**config.mk**
```make
export PLATFORM = sky130hd
export DESIGN_NAME = align_job_scheduler
export DESIGN_NICKNAME = d
export VERILOG_FILES = /design/src/rtl/align_job_scheduler.sv
export SDC_FILE = /design/constraint.sdc
export NUM_CORES = 1
export LEC_CHECK = 0
export BUFFER_PORTS_ARGS = -buffer_cell sky130_fd_sc_hd__buf_2
export CAP_MARGIN = 20
export CORE_MARGIN = 2
export CORE_UTILIZATION = 38
export DETAILED_ROUTE_END_ITERATION = 12
export PLACE_DENSITY = 0.64
export SLEW_MARGIN = 20
export SYNTH_ARGS = -nofsm -noshare
export SYNTH_HDL_FRONTEND = slang
export SYNTH_SLANG_ARGS = --single-unit
```
**constraint.sdc**
```tcl
create_clock -name clk -period 6.3 [get_ports clk]
set_input_delay 0.63 -clock clk [delete_from_list [all_inputs] [get_ports clk]]
set_output_delay 0.63 -clock clk [all_outputs]
set_load 0.01 [all_outputs]
```
**src/rtl/align_job_scheduler.sv**
```systemverilog
// Job sequencer for the aligner core: turns host SET_PARAM / LOAD_T / RUN(N) commands into
// core strobes, buffers each query's score with its tag, and aborts jobs whose core never answers.
module align_job_scheduler #(
  parameter int RES_W      = 16,
  parameter int CNT_W      = 8,
  parameter int FIFO_DEPTH = 4,
  parameter int GUARD_CYC  = 3,
  parameter int TMO_W      = 16
) (
  input  logic             clk,
  input  logic             rst_n,
  input  logic             i_cmd_valid,
  input  logic [1:0]       i_cmd,
  input  logic [CNT_W-1:0] i_run_count,
  output logic             o_cmd_ready,
  output logic             o_set_t,
  output logic             o_start_cal,
  output logic             o_param_valid,
  input  logic             i_core_busy,
  input  logic             i_core_valid,
  input  logic [RES_W-1:0] i_core_result,
  output logic             o_res_valid,
  output logic [RES_W-1:0] o_res_data,
  output logic [CNT_W-1:0] o_res_tag,
  input  logic             i_res_ready,
  output logic             o_busy,
  output logic             o_err
);

  localparam logic [2:0] S_IDLE      = 3'd0;
  localparam logic [2:0] S_PULSE     = 3'd1;
  localparam logic [2:0] S_GUARD     = 3'd2;
  localparam logic [2:0] S_WAIT_IDLE = 3'd3;
  localparam logic [2:0] S_WAIT_RES  = 3'd4;

  localparam logic [1:0] CMD_SET  = 2'd1;
  localparam logic [1:0] CMD_LOAD = 2'd2;
  localparam logic [1:0] CMD_RUN  = 2'd3;

  localparam int PTR_W  = $clog2(FIFO_DEPTH);
  localparam int FCNT_W = $clog2(FIFO_DEPTH + 1);
  localparam int GCNT_W = $clog2(GUARD_CYC + 1);
  localparam int ENT_W  = CNT_W + RES_W;

  logic [2:0]        state_q, state_d;
  logic [1:0]        op_q, op_d;
  logic [CNT_W-1:0]  n_q, n_d;
  logic [CNT_W-1:0]  tag_q, tag_d;
  logic [GCNT_W-1:0] guard_q, guard_d;
  logic [TMO_W-1:0]  tmo_q, tmo_d;
  logic              got_q, got_d;
  logic              err_q, err_d;
  logic              set_t_q, set_t_d;
  logic              start_cal_q, start_cal_d;
  logic              param_valid_q, param_valid_d;
  logic              cmd_ready_q, cmd_ready_d;

  logic [ENT_W-1:0]  mem_q [FIFO_DEPTH];
  logic [ENT_W-1:0]  mem_d [FIFO_DEPTH];
  logic [PTR_W-1:0]  wr_q, wr_d, rd_q, rd_d;
  logic [FCNT_W-1:0] fcnt_q, fcnt_d;
  logic              res_valid_q, res_valid_d;
  logic [RES_W-1:0]  res_data_q, res_data_d;
  logic [CNT_W-1:0]  res_tag_q, res_tag_d;

  logic push, pop, enter_guard, tmo_tick;

  always_comb begin
    state_d       = state_q;
    op_d          = op_q;
    n_d           = n_q;
    tag_d         = tag_q;
    guard_d       = guard_q;
    tmo_d         = tmo_q;
    got_d         = got_q;
    err_d         = err_q;
    set_t_d       = 1'b0;
    start_cal_d   = 1'b0;
    param_valid_d = 1'b0;
    push          = 1'b0;
    pop           = res_valid_q & i_res_ready;
    enter_guard   = 1'b0;
    tmo_tick      = 1'b0;
    mem_d         = mem_q;
    wr_d          = wr_q;
    rd_d          = rd_q;

    case (state_q)
      S_IDLE: begin
        if (i_cmd_valid) begin
          case (i_cmd)
            CMD_SET: begin
              op_d    = CMD_SET;
              err_d   = 1'b0;
              state_d = S_PULSE;
            end
            CMD_LOAD: begin
              op_d    = CMD_LOAD;
              state_d = S_PULSE;
            end
            CMD_RUN: begin
              if (i_run_count != '0) begin
                op_d    = CMD_RUN;
                n_d     = i_run_count;
                tag_d   = '0;
                state_d = S_PULSE;
              end
            end
            default: ;
          endcase
        end
      end
      S_PULSE: begin
        case (op_q)
          CMD_SET: begin
            param_valid_d = 1'b1;
            enter_guard   = 1'b1;
          end
          CMD_LOAD: begin
            set_t_d     = 1'b1;
            enter_guard = 1'b1;
          end
          CMD_RUN: begin
            // Only launch a query when its result is guaranteed a FIFO slot.
            if (fcnt_q < FCNT_W'(FIFO_DEPTH)) begin
              start_cal_d = 1'b1;
              enter_guard = 1'b1;
            end
          end
          default: state_d = S_IDLE;
        endcase
      end
      S_GUARD: begin
        guard_d = guard_q + GCNT_W'(1);
        if (op_q == CMD_RUN && i_core_valid && !got_q) begin
          push  = 1'b1;
          tag_d = tag_q + CNT_W'(1);
          got_d = 1'b1;
        end
        if (guard_q == GCNT_W'(GUARD_CYC - 1)) begin
          if (op_q != CMD_RUN)   state_d = S_WAIT_IDLE;
          else if (!got_d)       state_d = S_WAIT_RES;
          else if (tag_d == n_q) state_d = S_WAIT_IDLE;
          else                   state_d = S_PULSE;
        end
      end
      S_WAIT_IDLE: begin
        if (!i_core_busy) state_d = S_IDLE;
        else              tmo_tick = 1'b1;
      end
      S_WAIT_RES: begin
        if (i_core_valid) begin
          push    = 1'b1;
          tag_d   = tag_q + CNT_W'(1);
          state_d = (tag_d == n_q) ? S_WAIT_IDLE : S_PULSE;
        end else begin
          tmo_tick = 1'b1;
        end
      end
      default: state_d = S_IDLE;
    endcase

    if (enter_guard) begin
      state_d = S_GUARD;
      guard_d = '0;
      tmo_d   = '0;
      got_d   = 1'b0;
    end

    // A hung job abandons its remaining queries; already buffered results stay readable.
    if (tmo_tick) begin
      tmo_d = tmo_q + TMO_W'(1);
      if (tmo_d == {TMO_W{1'b1}}) begin
        err_d   = 1'b1;
        state_d = S_IDLE;
      end
    end

    if (push) begin
      mem_d[wr_q] = {tag_q, i_core_result};
      wr_d        = wr_q + PTR_W'(1);
    end
    if (pop) rd_d = rd_q + PTR_W'(1);
    fcnt_d      = fcnt_q + FCNT_W'(push) - FCNT_W'(pop);
    res_valid_d = (fcnt_d != '0);
    {res_tag_d, res_data_d} = res_valid_d ? mem_d[rd_d] : '0;
    cmd_ready_d = (state_d == S_IDLE);
  end

  always_ff @(posedge clk or negedge rst_n) begin
    if (!rst_n) begin
      state_q       <= S_IDLE;
      op_q          <= '0;
      n_q           <= '0;
      tag_q         <= '0;
      guard_q       <= '0;
      tmo_q         <= '0;
      got_q         <= 1'b0;
      err_q         <= 1'b0;
      set_t_q       <= 1'b0;
      start_cal_q   <= 1'b0;
      param_valid_q <= 1'b0;
      cmd_ready_q   <= 1'b1;
      wr_q          <= '0;
      rd_q          <= '0;
      fcnt_q        <= '0;
      res_valid_q   <= 1'b0;
      res_data_q    <= '0;
      res_tag_q     <= '0;
      for (int i = 0; i < FIFO_DEPTH; i++) mem_q[i] <= '0;
    end else begin
      state_q       <= state_d;
      op_q          <= op_d;
      n_q           <= n_d;
      tag_q         <= tag_d;
      guard_q       <= guard_d;
      tmo_q         <= tmo_d;
      got_q         <= got_d;
      err_q         <= err_d;
      set_t_q       <= set_t_d;
      start_cal_q   <= start_cal_d;
      param_valid_q <= param_valid_d;
      cmd_ready_q   <= cmd_ready_d;
      wr_q          <= wr_d;
      rd_q          <= rd_d;
      fcnt_q        <= fcnt_d;
      res_valid_q   <= res_valid_d;
      res_data_q    <= res_data_d;
      res_tag_q     <= res_tag_d;
      for (int i = 0; i < FIFO_DEPTH; i++) mem_q[i] <= mem_d[i];
    end
  end

  assign o_cmd_ready   = cmd_ready_q;
  assign o_busy        = ~cmd_ready_q;
  assign o_err         = err_q;
  assign o_set_t       = set_t_q;
  assign o_start_cal   = start_cal_q;
  assign o_param_valid = param_valid_q;
  assign o_res_valid   = res_valid_q;
  assign o_res_data    = res_data_q;
  assign o_res_tag     = res_tag_q;

endmodule
```
# Yosys cells after proc, flatten, opt, wreduce, memory -nomap -nowiden
# Cells that the tools add are included.
# totals
wordCells,136
out_inout_bits,31
input_bits,32
reg_bits,173
# classes
n_bitwise,4
order_cmp,4
reduce_logical,18
n_eq_ne,20
muxes,61
n_addsub,7
# ops
op,n
$bwmux 96,1
$mux 24,4
$mux 96,1
$bmux 24 s2,1
$demux 24 s2,1
$mux 8,6
$mux 3,11
$mux 16,2
$pmux 8 s3,1
$mux 1,21
$add 16x1->16 const B,1
$eq 16x16->1 const B,1
$eq 8x8->1,2
$pmux 3 s5,1
$mux 2,6
$eq 2x2->1 const B,5
$ne 2x2->1 const B,5
$reduce_bool 3->1,3
$add 8x1->8 const B,1
$reduce_and 4->1,2
$reduce_bool 8->1,1
$add 2x1->2 const B,3
$eq 3x2->1 const B,2
$ge 3x3->1 const B,2
other kinds (21),30

# Logic depth before layout (Yosys ltp)
# Gate-level depths: netlist of run 1.
# depth
word_depth,15
ltp_mapped,20
mapped_depth_nobuf,15

# Least setup slack after synthesis of run 1
# OpenSTA, ideal clock, no wires.
# synth_path
kind,in2reg
start,in i_core_valid
end,"reg res_data_q[11], in the netlist o_res_data[11]"
setup_time_ns,0.118
path_stages,19
path_buffers,5
setup_slack_ns,2.693
required_time_ns,6.182
t_arrival_ns,3.489
cell_sequence,buf_2 nor2b_1 buf_4 o21a_1 buf_4 inv_1 ha_1 inv_1 ha_1 inv_1 fa_1 xor3_1 or3_4 and2_4 buf_6 buf_6 o221ai_1 o22ai_1 a21o_1
# synth_between
word_cells_on_any_way,13
cone_classes,add/sub (2); mux (8); reduce/logical (3)
# synth_lines
item,line,rtl
"start, declared",20,"input logic i_core_valid,"
$logic_and 1x1->1 (2 in a row),135,if (op_q == CMD_RUN && i_core_valid && !got_q) begin
$mux 1,135,
$pmux 1 s2 (*),88,case (state_q)
$add 3x1->3 (*),184,fcnt_d = fcnt_q + FCNT_W'(push) - FCNT_W'(pop);
$sub 3x1->3 (*),184,
net fcnt_d[2],61,"logic [FCNT_W-1:0] fcnt_q, fcnt_d;"
$reduce_bool 3->1 (*),185,res_valid_d = (fcnt_d != '0);
net res_valid_d,62,"logic res_valid_q, res_valid_d;"
$mux 24 (*),186,"{res_tag_d, res_data_d} = res_valid_d ? mem_d[rd_d] : '0;"
net res_data_d[11],63,"logic [RES_W-1:0] res_data_q, res_data_d;"
"end signal, assigned",228,res_data_q <= res_data_d;
"end, declared",63,
# The timed path passes the listed nets; every way through them passes the cells marked *. The select of a mux whose other input is x is not followed.
# A chain may end at the register's enable or synchronous reset.

# Worst setup path in the final report of run 1
# layout_path
start,reg state_q[0]
end,"reg res_data_q[7], in the netlist o_res_data[7]"
# layout_between
word_cells_on_any_way,11
cone_classes,add/sub (2); eq/ne (2); mux (6); reduce/logical (1)
# layout_lines
item,line,rtl
"start, declared",45,"logic [2:0] state_q, state_d;"
"start signal, assigned",212,state_q <= state_d;
$eq 3x3->1 / $eq 3x2->1 (equally long branches),88,
$pmux 1 s2 (*),88,
$add 3x1->3 (*),184,
$sub 3x1->3 (*),184,
net fcnt_d[2],61,
$reduce_bool 3->1 (*),185,
net res_valid_d,62,
$mux 24 (*),186,
net res_data_d[7],63,
# Marked as above.

==> impl_metrics.ini, run 1 <==
[timing]
timing.fmax_mhz = 237
drv_slew = 0
slew_headroom = 0.303
worst_pin_slew_ps = 1040
rsz0062_at_grt = no
hold_viol = 0
finalSetupViolations = 0
period_share = 0.670
layout_min_cycle_time_ps = 4220
skew_ps = 11.6
setup_tns_ps = 0

[floorplan]
core_um2 = 22700
start_util = 0.388
die_area_um2 = 24400
die_h_um = 156
io_pins = 63
die_x_um = 156
rows = 55

[clock_tree]
clk_pin_slew_ps = 70
cts_resized = 0
clk-insertion-delay-late_ps = 420
cts.repair_timing.setup_buffer_count = 0
clk_path_buf_depth = 2
cts_buffers = 17
cts_sinks = 173
cts_tree = yes
hold_buffers = 0
cts_root_buf = clkbuf_16
htreeDepth = 4

[worst_hold_path]
holdCritPathClass = in2async

[placement]
place.gp.congestion = 0.808
place_hpwl_mm = 12.3
numPortBuffers = 62

[worst_setup_path]
startpoint_type = flop
crit_path_cell_trace = nor2b_1 -> o21a_1 -> inv_1 -> ha_1 -> inv_1 -> ha_1 -> inv_1 -> fa_1 -> xor3_1 -> or3_4 -> nor2b_1 -> buf_4 -> o221ai_1 -> o22ai_1 -> a21o_1
required_ps = 6620
path_max_fanout = 24
crit_arrival_ps = 4540
crit_top_cell = inv_1
cp-end-kind = flop
criticalPathCategory = reg2reg
critical-path-slowest-cell = nor2b_1
slowest_delay_ps = 790

[logic_synthesis]
synth_cells = 782
yosys.area.top_type = dfrtp_1
syn_area_um2 = 8820
syn_nets = 834
synth_edf_count = 0
yosys_warnings = 0
synth-main-ff-cell = dfrtp_1
ys_types = 65
synth_seq_area_share = 0.491
ys_async_sr_fraction = 1.00
syn_area_per_cell_um2 = 11.3
synth_top_area_frac = 0.488
synth_seq_cells = 173
synth_top_cells_by_area = dfrtp_1 (49%), mux2_2 (13%), o221ai_1 (3.9%), nand2_1 (2.8%), ha_1 (2.7%)

[finish]
antenna_cells = 0
fin_util = 0.435
area_delta_synth_final_pct = 11.9
nNetsFinal = 871
drive_above_1_share = 0.278

[outcome]
status = finished, final reports clean

[detailed_routing]
drt_iter0_drc = 561
vias = 6295
wl_per_cell_um = 18.1
drt_first_pass_iters = 5
drc = 0
wirelength_mm = 20.2
detail_route.vias_per_cell = 5.64
ant_nets = 0

[grt]
grt_pass1_vias = 6303
grt-ovfl-total = 0
antenna_found_initial = 0
grtUsageMet2 = 0.283
use_met1 = 0.238
grt_max_degree = 90
grt_pass1_wl_mm = 33.7
grt_usage = 0.173
grt_busiest_layer = met2
met3_usage = 0.0307

[pwr]
p_per_area_nw_per_um2 = 460
leakage_nw = 4.75
irDropWorstVdd_mv = 0.241

[run]
maxCapViolCount = 0
==> placed cells by master, fill, tap and decap left out, drive strengths merged, types with 3 or more instances in the layout <==
| cell | netlist | layout |
|---|---|---|
| inv | 25 | 33 |
| nor4 | 4 | 4 |
| a21o | 25 | 25 |
| a31oi | 19 | 19 |
| nor2b | 11 | 11 |
| and2 | 6 | 6 |
| nand4 | 6 | 6 |
| and3 | 6 | 6 |
| nor2 | 33 | 33 |
| nor3 | 10 | 10 |
| buf | 40 | 71 |
| a21oi | 19 | 19 |
| o22ai | 30 | 30 |
| xor2 | 13 | 13 |
| o21ai | 39 | 39 |
| dfrtp | 172 | 172 |
| nand3 | 16 | 16 |
| clkbuf | 13 | 19 |
| o221ai | 50 | 50 |
| a211oi | 4 | 4 |
| nand2 | 69 | 69 |
| o211ai | 5 | 5 |
| mux2 | 101 | 101 |
| mux2i | 3 | 3 |
| xnor2 | 10 | 10 |
| ha | 19 | 19 |
==> worst max-delay path: cells and delay by family, from the launching register on <==
family	cells	cell delay [ps]
AND/OR/NAND/NOR	3	1280
AO/OA/AOI/OAI	4	870
adder cells (fa/ha/maj)	3	790
flip-flops	1	530
buffers and inverters	4	420
XOR/XNOR	1	210
==> cell usage after synthesis, types with 2 or more instances <==
library cell  instances
a21oi_1              19
o31ai_1               2
o211ai_4              4
nor3_1               10
and2_1                5
ha_1                 19
nor2b_1              11
nand2_2               3
o22ai_1              30
o21ai_1               2
or3b_2                2
a22oi_1               2
nand2_1              65
a21o_1               25
nor2_1               33
buf_6                 7
o311ai_0              2
a31oi_1              19
a22o_1                2
nor4_1                3
nand4_1               5
xor2_1               13
mux2i_1               3
clkbuf_1             13
o221ai_1             39
buf_4                 3
buf_2                29
o221ai_2             11
mux2_2              101
dfrtp_1             172
nand3_1              16
o21ai_0              37
xnor2_1              10
nor3b_1               2
a211oi_1              4
inv_1                25
and3_1                6
==> stage by stage <==
step	cell area, um2	setup slack [ps]	hold WS, ps	std cells	power (mW)
2_1_floorplan	8820	2690	334	782	3.09
3_3_place_gp	9260	1970	459	1084	3.44
3_5_place_dp	9260	1810	469	1084	3.50
4_1_cts	9840	2040	308	1116	4.56
5_1_grt	9870	1740	340	1117	4.85
6_report	9870	2080	278	1117	4.54
==> cell families after synthesis <==
logic type / synth area share
buffers and inverters: 0.0446
AOI/OAI and AO/OA: 0.175
muxes: 0.132
DFF: 0.491
and+or+nand+nor: 0.102
xor gates and xnor gates: 0.0255
adders and majority gates: 0.0292
==> registers in the layout, indices dropped and copies added, names as in the netlist, 3 cells and up <==
register    flops
fcnt_q          3
mem_q          96
n_q             8
o_res_data     16
o_res_tag       8
state_q         3
tag_q           8
tmo_q          16
==> final cells by class <==
| class | instances | area, um2 |
|---|---|---|
| Clock buffer | 19 | 433 |
| Fill cell | 2148 | 12800 |
| Multi-Input combinational cell | 531 | 4100 |
| Clock inverter | 13 | 148 |
| Timing Repair Buffer | 71 | 408 |
| Inverter | 25 | 93.8 |
| Sequential cell | 173 | 4330 |
| Tap cell | 285 | 357 |
==> path summary, 6_finish.rpt <==
| path | start | end | slack [ps] | cells past startpoint |
|---|---|---|---|---|
| setup / recovery | state_q[0] | o_res_data[7] | 2080 | 15 |
| hold / removal | rst_n | mem_q[15] | 280 | 1 |
| setup reg to reg | state_q[0] | o_res_data[7] | 2080 | 15 |
| hold reg to reg | o_err | o_err | 480 | 1 |
| max in group asynchronous | rst_n | state_q[2] | 4750 | 2 |
| min in group clk | i_run_count[3] | n_q[3] | 450 | 2 |
==> layer usage <==
layer / vias to the layer above / share of wire
met2: 134 / 0.48
met1: 3179 / 0.47
li1: 2971 / -
met5: - / 0
met3: 11 / 0.034
met4: 0 / 0.011
==> power breakdown <==
group	total, mW	internal (mW)	switching, mW
clock	1.05	0.565	0.486
sequential	1.67	1.44	0.222
combinational	1.82	0.761	1.06
(Power assumes the default switching activity.)
==> run 2, diff against run 1 <==
- ABC_AREA: unset -> 1
- PLACE_DENSITY: 0.64 -> 0.67
- clock period: 6.3 -> 3.4 ns (I/O delays scaled with it)
==> run 2 against run 1 <==
The flow now finishes with violations (hold timing). Highest routed layer unchanged. Synthesized cell count is 24% higher. Die area is 3.2% lower. Design area is 1.4% lower.
==> impl_metrics.ini, run 2 <==
[logic_synthesis]
syn_area_um2 = 8530
synth.most_common_cell = inv_1
synth_top_cells_by_area = dfrtp_1 (50%), inv_1 (8.0%), mux2i_1 (7.5%), a21oi_1 (6.5%), nand2_1 (5.1%)
ys_top_cells_by_count = inv_1 (181), dfrtp_1 (172), nand2_1 (117), a21oi_1 (110), o21ai_0 (85)
synth-main-ff-cell = dfrtp_1
synth_top_area_frac = 0.505
ys_types = 38
syn_nets = 1025
synth_cells = 973
yosys.area.top_type = dfrtp_1
synth_seq_cells = 173
synth_seq_area_share = 0.508
ys_async_sr_fraction = 1.00
yosys_warnings = 0
syn_area_per_cell_um2 = 8.77
synth_edf_count = 0

[timing]
setup_tns_ps = 0
layout_min_cycle_time_ps = 2990
hold_viol = 24
period_share = 0.880
fin_ws_ps = 406
holdWs_ps = -25.8
drv_slew = 0
worst_pin_slew_ps = 913
timing.fmax_mhz = 334
rsz0062_at_grt = no
finalSetupViolations = 0
slew_headroom = 0.389
skew_ps = 11.1

[pwr]
clkPwrFrac = 0.233
power_frac_comb = 0.372
p_seq_frac = 0.395
leakage_nw = 5.72
power_switching_mw = 2.99
p_per_area_nw_per_um2 = 794
internal_power_mw = 4.74
power_switching_share = 0.386
total_power_mw = 7.73
irDropWorstVdd_mv = 0.349

[grt]
grt-ovfl-total = 0
antenna_found_initial = 0
grt_usage = 0.164
grt_pass1_wl_mm = 31.5
grt_pass1_vias = 6361
grt_max_degree = 86

[worst_setup_path]
required_ps = 3700
critical-path-slowest-cell = dfrtp_1
r2r-start = op_q[0]
crit_path_cell_trace = ha_1 -> nand2_1 -> nor2_1 -> nand2_1 -> nand2_2 -> inv_1 -> ha_1 -> inv_1 -> ha_1 -> inv_1 -> fa_1 -> xnor2_1 -> xnor2_1 -> nor3_2 -> buf_12 -> a21oi_1
cp-end-kind = flop
path_max_fanout = 23
crit_end = o_res_tag[1]
r2r_setup_slack_ps = 410
reg2regPathDepth = 16
crit_start = op_q[0]
crit_arrival_ps = 3290
criticalPathCategory = reg2reg
slowest_delay_ps = 400
startpoint_type = flop
reg2reg_to = o_res_tag[1]

[clock_tree]
htreeDepth = 4
cts_resized = 0
cts_tree = yes
cts_root_buf = clkbuf_16
hold_buffers = 0
cts_buffers = 17
cts.repair_timing.setup_buffer_count = 0
clk-insertion-delay-late_ps = 430
cts_sinks = 173
clk_path_buf_depth = 2
clk_pin_slew_ps = 60

[outcome]
status = complete, but fails checks
violations = hold timing

[detailed_routing]
wl_per_cell_um = 13.8
detail_route.vias_per_cell = 4.80
wirelength_mm = 18.3
drc = 0
vias = 6361
drt_iter0_drc = 443
ant_nets = 0
drt_first_pass_iters = 5

[placement]
post_dp_cell_area_um2 = 9190
place_hpwl_mm = 12.1
numPortBuffers = 62
pre_cts_ws_ps = 418
place.gp.congestion = 0.888
numPlacedInstances = 1294

[finish]
final_common_cell = inv_1
nFillCells = 2107
design_area_um2 = 9730
drive_above_1_share = 0.128
area_delta_synth_final_pct = 14.1
nNetsFinal = 1085
largest-register = mem_q
largest_reg_flops = 96
fin_cells = 1324
layout_common_cells = inv_1 (181), dfrtp_1 (172), nand2_1 (116), a21oi_1 (110), o21ai_0 (85)
antenna_cells = 0
fin_util = 0.443

[floorplan]
start_util = 0.388
die_h_um = 154
io_pins = 63
die_area_um2 = 23700
rows = 54
core_um2 = 22000
die_x_um = 154

[run]
maxCapViolCount = 0

[worst_hold_path]
holdCritPathClass = in2async
-- run 2: changes by cell type after synthesis, moves of 25 or more --
cell      change
inv_1       +156
mux2_2      -101
a21oi_1      +91
mux2i_1      +61
nand2_1      +52
o21ai_0      +48
o221ai_1     -39
nor2_1       +34
a21o_1       -25
-- run 2: worst min path at each step --
stage | startpoint | end | slack, ps | cells past startpoint
2_1_floorplan | rst_n | fcnt_q[0] | 40 | 0
6_report | rst_n | o_param_valid | -30 | 1
3_5_place_dp | mem_q[70] | mem_q[70] | 450 | 2
3_3_place_gp | mem_q[19] | mem_q[19] | 440 | 2
5_1_grt | rst_n | o_param_valid | 40 | 1
4_1_cts | rst_n | o_param_valid | 10 | 1
-- run 2: worst max-delay path: cells and delay by family, from the launching register on --
family / cells / cell delay [ps]
DFF: 1 / 400
AOI/OAI and AO/OA: 1 / 60
buffers and inverters: 4 / 380
and+or+nand+nor: 5 / 710
xor gates and xnor gates: 2 / 300
adders and majority gates: 4 / 1010
-- run 2: cells by family after synthesis --
group,Yosys count,share of synthesized area
simple gates,263,0.137
buf+inv,222,0.102
compound gates,210,0.125
flops,173,0.508
mux,64,0.0751
xor+xnor,21,0.0224
fa+ha+maj,20,0.0302
-- run 2: layer usage --
metal	up-vias	track usage	wire (um)
li1	3220	-	-
met2	129	0.261	8520
met3	7	0.0347	786
met4	0	0.0401	108
met1	3005	0.231	8900
met5	-	0	0
-- run 2: cell type report --
cell class | count | area, um2 | share of cell area
sequential | 173 | 4330 | 0.445
multi-input combinational | 578 | 3330 | 0.343
inverter | 188 | 708 | 0.0728
timing repair buffer | 75 | 464 | 0.0477
clock buffer | 20 | 457 | 0.0469
tap | 280 | 350 | 0.0360
clock inverter | 10 | 86.3 | 0.00887
-- run 2: power groups by stage --
| stage | combinational [mW] | sequential, mW | clock (mW) |
|---|---|---|---|
| after floorplan | 1.99 | 3.05 | 0 |
| after global placement | 2.83 | 3.07 | 0 |
| after detailed placement | 2.90 | 3.09 | 0 |
| after CTS | 2.91 | 3.06 | 1.85 |
| after global routing | 3.30 | 3.13 | 1.94 |
| final | 2.88 | 3.05 | 1.80 |
